--- src/rtl/cordic_seq_ctrl.sv ---
// ---------------------------------------------------------------------------
// cordic_seq_ctrl
//
// Sequencer for a bit-serial CORDIC datapath made of three shift-register
// slices (x, y, z). For every host request it loads the slices, then runs
// ITER micro-rotations. Each micro-rotation is a SETUP cycle followed by a
// RUN phase in which the slices shift WIDTH bits. During SETUP the direction
// of the rotation is taken from the sign inputs and latched. After the last
// iteration a one-cycle done pulse is given. A RUN phase that never sees all
// three slice done flags is aborted after TIMEOUT cycles. The abort sets a
// sticky err flag.
//
// Parameters
//   WIDTH    datapath word width = shift cycles per iteration (<= 16)
//   ITER     micro-rotations per operation (1..31)
//   TIMEOUT  RUN cycles allowed before abort (>= WIDTH+2)
//
// Ports
//   clk          in   rising-edge clock
//   rst_n        in   asynchronous active-low reset
//   go           in   start request, sampled in IDLE only
//   mode         in   0 = rotation (steer on z sign), 1 = vectoring (steer on y sign)
//   zsign        in   MSB of z register
//   ysign        in   MSB of y register
//   xdone        in   x slice finished WIDTH shifts
//   ydone        in   y slice finished WIDTH shifts
//   zdone        in   z slice finished WIDTH shifts
//   i     [4:0]  out  iteration index to all slices, 0 = load initial values
//   sel   [3:0]  out  cross-term bit select = shift amount of current iteration
//   start        out  shift enable to all slices, low clears slice counters/done
//   op_x         out  x slice op, 1 = subtract
//   op_y         out  y slice op, 1 = subtract
//   op_z         out  z slice op, 1 = subtract
//   busy         out  high from go acceptance through DONE
//   done         out  one-cycle pulse, results valid in slices
//   err          out  sticky timeout flag, cleared by the next accepted go
// ---------------------------------------------------------------------------
module cordic_seq_ctrl #(
    parameter int WIDTH   = 16,
    parameter int ITER    = 16,
    parameter int TIMEOUT = 20
) (
    input  logic       clk,
    input  logic       rst_n,
    input  logic       go,
    input  logic       mode,
    input  logic       zsign,
    input  logic       ysign,
    input  logic       xdone,
    input  logic       ydone,
    input  logic       zdone,
    output logic [4:0] i,
    output logic [3:0] sel,
    output logic       start,
    output logic       op_x,
    output logic       op_y,
    output logic       op_z,
    output logic       busy,
    output logic       done,
    output logic       err
);

    // The RUN counter only has to count up to TIMEOUT-1.
    localparam int                CNT_W     = (TIMEOUT < 2) ? 1 : $clog2(TIMEOUT);
    localparam logic [4:0]        ITER_LAST = 5'(ITER);
    localparam logic [4:0]        SHIFT_MAX = 5'(WIDTH - 1);
    localparam logic [CNT_W-1:0]  CNT_LAST  = CNT_W'(TIMEOUT - 1);

    typedef enum logic [2:0] {
        S_IDLE,
        S_LOAD,
        S_SETUP,
        S_RUN,
        S_DONE
    } state_t;

    // Shift amount of iteration idx (1-based), saturated at the word width.
    // Beyond WIDTH-1 the cross-term would only ever be sign bits, so the
    // select is clamped at the MSB.
    function automatic logic [3:0] shift_sel(input logic [4:0] idx);
        logic [4:0] w_amt;
        w_amt = idx - 5'd1;
        if (w_amt > SHIFT_MAX) begin
            w_amt = SHIFT_MAX;
        end
        return w_amt[3:0];
    endfunction

    // Rotation direction: 1 means d = +1.
    // Rotation drives z toward zero (d = +1 while z >= 0).
    // Vectoring drives y toward zero (d = +1 while y < 0).
    function automatic logic dir_pos(input logic m, input logic zs, input logic ys);
        return m ? ys : ~zs;
    endfunction

    // Registered state and outputs
    state_t           r_state;
    logic [4:0]       r_i;
    logic [3:0]       r_sel;
    logic             r_start;
    logic             r_op_x;
    logic             r_op_y;
    logic             r_op_z;
    logic             r_busy;
    logic             r_done;
    logic             r_err;
    logic [CNT_W-1:0] r_cnt;

    // Next-state values
    state_t           w_state;
    logic [4:0]       w_i;
    logic [3:0]       w_sel;
    logic             w_start;
    logic             w_op_x;
    logic             w_op_y;
    logic             w_op_z;
    logic             w_busy;
    logic             w_done;
    logic             w_err;
    logic [CNT_W-1:0] w_cnt;

    logic             w_all_done;
    logic             w_dir;

    assign w_all_done = xdone & ydone & zdone;
    assign w_dir      = dir_pos(mode, zsign, ysign);

    // -----------------------------------------------------------------------
    // State and output registers
    // -----------------------------------------------------------------------
    always_ff @(posedge clk or negedge rst_n) begin
        if (!rst_n) begin
            r_state <= S_IDLE;
            r_i     <= '0;
            r_sel   <= '0;
            r_start <= 1'b0;
            r_op_x  <= 1'b0;
            r_op_y  <= 1'b0;
            r_op_z  <= 1'b0;
            r_busy  <= 1'b0;
            r_done  <= 1'b0;
            r_err   <= 1'b0;
            r_cnt   <= '0;
        end else begin
            r_state <= w_state;
            r_i     <= w_i;
            r_sel   <= w_sel;
            r_start <= w_start;
            r_op_x  <= w_op_x;
            r_op_y  <= w_op_y;
            r_op_z  <= w_op_z;
            r_busy  <= w_busy;
            r_done  <= w_done;
            r_err   <= w_err;
            r_cnt   <= w_cnt;
        end
    end

    // -----------------------------------------------------------------------
    // Next-state and next-output logic
    // -----------------------------------------------------------------------
    always_comb begin
        w_state = r_state;
        w_i     = r_i;
        w_sel   = r_sel;
        w_start = r_start;
        w_op_x  = r_op_x;
        w_op_y  = r_op_y;
        w_op_z  = r_op_z;
        w_busy  = r_busy;
        w_done  = 1'b0;
        w_err   = r_err;
        w_cnt   = r_cnt;

        case (r_state)
            S_IDLE: begin
                // i is left alone so the slices keep presenting their results.
                w_start = 1'b0;
                if (go) begin
                    w_state = S_LOAD;
                    w_i     = '0;
                    w_err   = 1'b0;
                    w_busy  = 1'b1;
                end
            end

            S_LOAD: begin
                // i = 0 during this cycle: the slices load x0/y0/z0.
                w_start = 1'b0;
                w_i     = 5'd1;
                w_state = S_SETUP;
            end

            S_SETUP: begin
                // Signs are settled for the current i. Latch the direction
                // now and hold it for the whole shift phase. The serial
                // update would otherwise see its own partial result.
                w_op_x  = w_dir;
                w_op_y  = ~w_dir;
                w_op_z  = w_dir;
                w_sel   = shift_sel(r_i);
                w_cnt   = '0;
                w_start = 1'b1;
                w_state = S_RUN;
            end

            S_RUN: begin
                if (w_all_done) begin
                    w_start = 1'b0;
                    if (r_i == ITER_LAST) begin
                        w_state = S_DONE;
                        w_done  = 1'b1;
                    end else begin
                        w_i     = r_i + 5'd1;
                        w_state = S_SETUP;
                    end
                end else if (r_cnt == CNT_LAST) begin
                    // A slice never finished. Abort and leave i at the
                    // failing iteration so it can be inspected.
                    w_start = 1'b0;
                    w_busy  = 1'b0;
                    w_err   = 1'b1;
                    w_state = S_IDLE;
                end else begin
                    w_cnt = r_cnt + 1'b1;
                end
            end

            S_DONE: begin
                w_start = 1'b0;
                w_busy  = 1'b0;
                w_state = S_IDLE;
            end

            default: begin
                w_start = 1'b0;
                w_busy  = 1'b0;
                w_state = S_IDLE;
            end
        endcase
    end

    assign i     = r_i;
    assign sel   = r_sel;
    assign start = r_start;
    assign op_x  = r_op_x;
    assign op_y  = r_op_y;
    assign op_z  = r_op_z;
    assign busy  = r_busy;
    assign done  = r_done;
    assign err   = r_err;

endmodule

--- config.mk ---
export PLATFORM = sky130hd
export DESIGN_NAME = cordic_seq_ctrl
export DESIGN_NICKNAME = d
export VERILOG_FILES = /design/src/rtl/cordic_seq_ctrl.sv
export SDC_FILE = /design/constraint.sdc
export NUM_CORES = 1
export LEC_CHECK = 0
export CAP_MARGIN = 20
export CORE_MARGIN = 2
export CORE_UTILIZATION = 55
export DETAILED_ROUTE_END_ITERATION = 8
export PLACE_DENSITY = 0.84
export SYNTH_ARGS = -nofsm -noshare
export SYNTH_HDL_FRONTEND = slang
export SYNTH_SLANG_ARGS = --single-unit
--- constraint.sdc ---
create_clock -name clk -period 3.29 [get_ports clk]
set_input_delay 0.658 -clock clk [delete_from_list [all_inputs] [get_ports clk]]
set_output_delay 0.658 -clock clk [all_outputs]
set_load 0.02 [all_outputs]
==> results.toml <==
[grt]
grt_pass1_wl_microns = 4422
globalRoute.busiestLayer = "met2"
use_met3 = 0.02571
grt_max_degree = 24
grt_pass1_vias = 978
grtUsageTotal = 0.2166
use_met2 = 0.3438
grt_overflow = 0
antenna_found_initial = 0
met1_usage = 0.3026

[logic_synthesis]
synth_top_area_share = 0.4415
ys_types = 46
async_reset_ff_frac = 1.000
ys_top_cells_by_count = "dfrtp_1, nand2_1, nor2_1"
syn_area_sq_mm = 0.001304
synth_most_common_cell = "dfrtp_1"
synth.avg_cell_area_sq_um = 9.952
synth_top_cell_by_area = "dfrtp_1"
synthFlopType = "dfrtp_1"
synth.net_count = 144
synth_edf_count = 0
synth-seq-cells = 23
synth_seq_area_share = 0.4415
yosys_warnings = 0
synthTopCellsByArea = "dfrtp_1, nand2_1, ha_1, mux2i_1, nor2_1"
syn_inst = 131

[critical_path]
slowest_delay_ns = 0.69
path_buf_inv = 1
r2r_end = "i[3]$_DFFE_PN0P_"
worstReg2RegStart = "i[0]$_DFFE_PN0P_"
crit_fanout = 8
path_cells = "clkdlybuf4s50_1"
worstPathRequired_ns = 2.63
r2r_setup_slack_ns = 1.47
crit_arrival_ns = 1.57
ff2ff_path_depth = 5
cpLargestDelayFamily = "buffers and inverters"
cp_slowest_cell = "clkdlybuf4s50_1"
worst_setup_path_end_kind = "output pin"
cp-start-kind = "register"
worst-setup-path-type = "register to output pin"

[cells_and_area]
fillCellCount = 167
syn_to_final_growth_pct = 21.40
drive_above_1_share = 0.06623
layout.nets = 165
finalNonFillerCells = 179
n_antenna_cell = 0

[timing]
rsz0062_at_grt = "no"
tightestPinTransition_ns = 0.4132
skew_ns = 0.003386
hold_viol_final = 0
finalCritPeriodShare = 0.6782
drv_slew = 0
setup_viol = 0
fmax_ghz = 0.4482
fin_crit_ns = 2.231
finalSetupTns_ns = 0
slew_headroom = 0.7245

[pwr]
p_sw_frac = 0.4288
p_clk_frac = 0.099
p_per_area_mw_per_mm2 = 867.4
leakage_nw = 0.7174
ir_drop_v = 0.0005144
p_switching_mw = 0.5887
pwr-share-comb = 0.515
p_int_mw = 0.7841
p_seq_frac = 0.385

[drt]
vias_per_cell = 6.050
drtAntennaViolNets = 0
num_vias = 1083
drcViolationCount = 0
routedWlPerCell_microns = 15.68
firstDrtPassIters = 4
routed_wl_microns = 2807
drt_iter0_drc = 31

[cts]
cts.reportedPaths.clkPinSlew_ns = 0.13
clkSinkCount = 23
ctsHoldBuffers = 0
clock-root-buffer = "clkbuf_4"
numCtsBuffers = 3
cts_tree = "done"
worstSkewPairLatency_ns = 0.32
htree_levels = 1
cts_buffer_depth = 2
cts_resized = 0
postCtsSetupBuffers = 0

[worst_hold_path]
holdCritPathClass = "register to register"
hold_depth = 1
min_to = "r_cnt[4]$_DFFE_PN0P_"
min_from = "r_cnt[4]$_DFFE_PN0P_"

[place]
gp_congestion = 0.8983
post-dp-hpwl_microns = 1889
place_inst = 174
port_buffers = 24

[die]
die_y_microns = 52.69
rows = 17
die_w_microns = 52.69
dieArea_sq_mm = 0.002776
io_pins = 25
initial_utilization = 0.5838
core-area_sq_mm = 0.002233

[status]
status = "complete, no violations"

[run]
maxCapViolCount = 0
-- worst max-delay path by stage --
stage	startpoint	to	slack (ns)	depth (start not counted)
after floorplan	i[0]$_DFFE_PN0P_	i[1]$_DFFE_PN0P_	1.62	5
after global placement	zdone	i[1]$_DFFE_PN0P_	1.24	4
after detailed placement	zdone	i[1]$_DFFE_PN0P_	1.18	4
after CTS	i[4]$_DFFE_PN0P_	i[4]	1.07	1
after global routing	i[4]$_DFFE_PN0P_	i[4]	1.0	1
final	i[4]$_DFFE_PN0P_	i[4]	1.06	1
-- per-stage QoR --
step / power, mW / area, sq um / util / worst slack [ns] / hold slack (ns)
6_report: 1.373 / 1583 / 0.7087 / 1.059 / 0.4904
5_1_grt: 1.476 / 1583 / 0.7087 / 0.9997 / 0.4978
4_1_cts: 1.368 / 1558 / 0.6975 / 1.074 / 0.4902
3_5_place_dp: 1.234 / 1530 / 0.6852 / 1.177 / 0.4650
3_3_place_gp: 1.210 / 1530 / 0.6852 / 1.243 / 0.4492
2_1_floorplan: 0.9885 / 1304 / - / 1.617 / 0.3624
-- state kept, by name, indices dropped and copies added (netlist names) --
signal and count:
r_state 3, done 1, i 5, start 1
op_y 1, sel 4, busy 1, err 1
r_cnt 5, op_z 1
-- final cells by class --
type	count	area [sq um]	share of cell area
clock buffers	3	22.52	0.01423
repair buffers	25	265.3	0.1676
multi-input cells	93	656.9	0.4150
clock inverters	1	5.005	0.003162
inverters	6	22.52	0.01423
well taps	28	35.03	0.02213
flip-flops and latches	23	575.6	0.3636
-- worst reg2reg max path, stage by stage, from the launching register on --
cell	delay (ns)
dfrtp_1	0.51
inv_1	0.17
ha_1	0.28
nand4bb_4	0.18
a221o_1	0.38
a41oi_1	0.21
-- cell families after synthesis --
family                     Yosys count  synth area share
and+or+nand+nor                     54            0.2582
AOI/OAI and AO/OA                   28            0.1555
muxes                                5           0.03839
adders and majority gates            4           0.03839
xor gates and xnor gates             2           0.01344
buffers and inverters               15           0.05470
DFF                                 23            0.4415
-- power groups by stage --
stage,Clock (mW),Combinational [mW],Sequential (mW)
5_1_grt,0.149,0.780,0.548
6_report,0.136,0.708,0.529
4_1_cts,0.136,0.706,0.526
2_1_floorplan,0,0.412,0.577
3_3_place_gp,0,0.685,0.525
3_5_place_dp,0,0.702,0.532
-- layout by cell type (no fill, tap or decap), types with 2 or more instances in the layout --
cell | netlist | routed
and3_1 | 5 | 5
o21ai_0 | 4 | 4
inv_1 | 6 | 6
nor3b_1 | 2 | 2
clkbuf_4 | 0 | 3
o21ai_1 | 2 | 2
a31oi_1 | 4 | 4
or3b_1 | 2 | 2
a21oi_1 | 2 | 2
ha_1 | 4 | 4
o31ai_1 | 2 | 2
dfrtp_1 | 23 | 23
nand2b_1 | 3 | 3
and2_1 | 2 | 2
nand2_1 | 15 | 15
nand3_1 | 4 | 4
clkdlybuf4s50_1 | 0 | 24
nor2_1 | 9 | 9
a41oi_1 | 2 | 2
mux2i_1 | 5 | 5
a311oi_1 | 2 | 2
-- metal layers --
layer  wire length (microns)  part of all wire  up-vias
li1                        -                 -      515
met1                    1287              0.46      531
met2                    1373              0.49       32
met3                     113             0.040        5
met4                      32             0.011        0
met5                       0                 0        -
No activity file was read; power rests on OpenSTA's default activity.
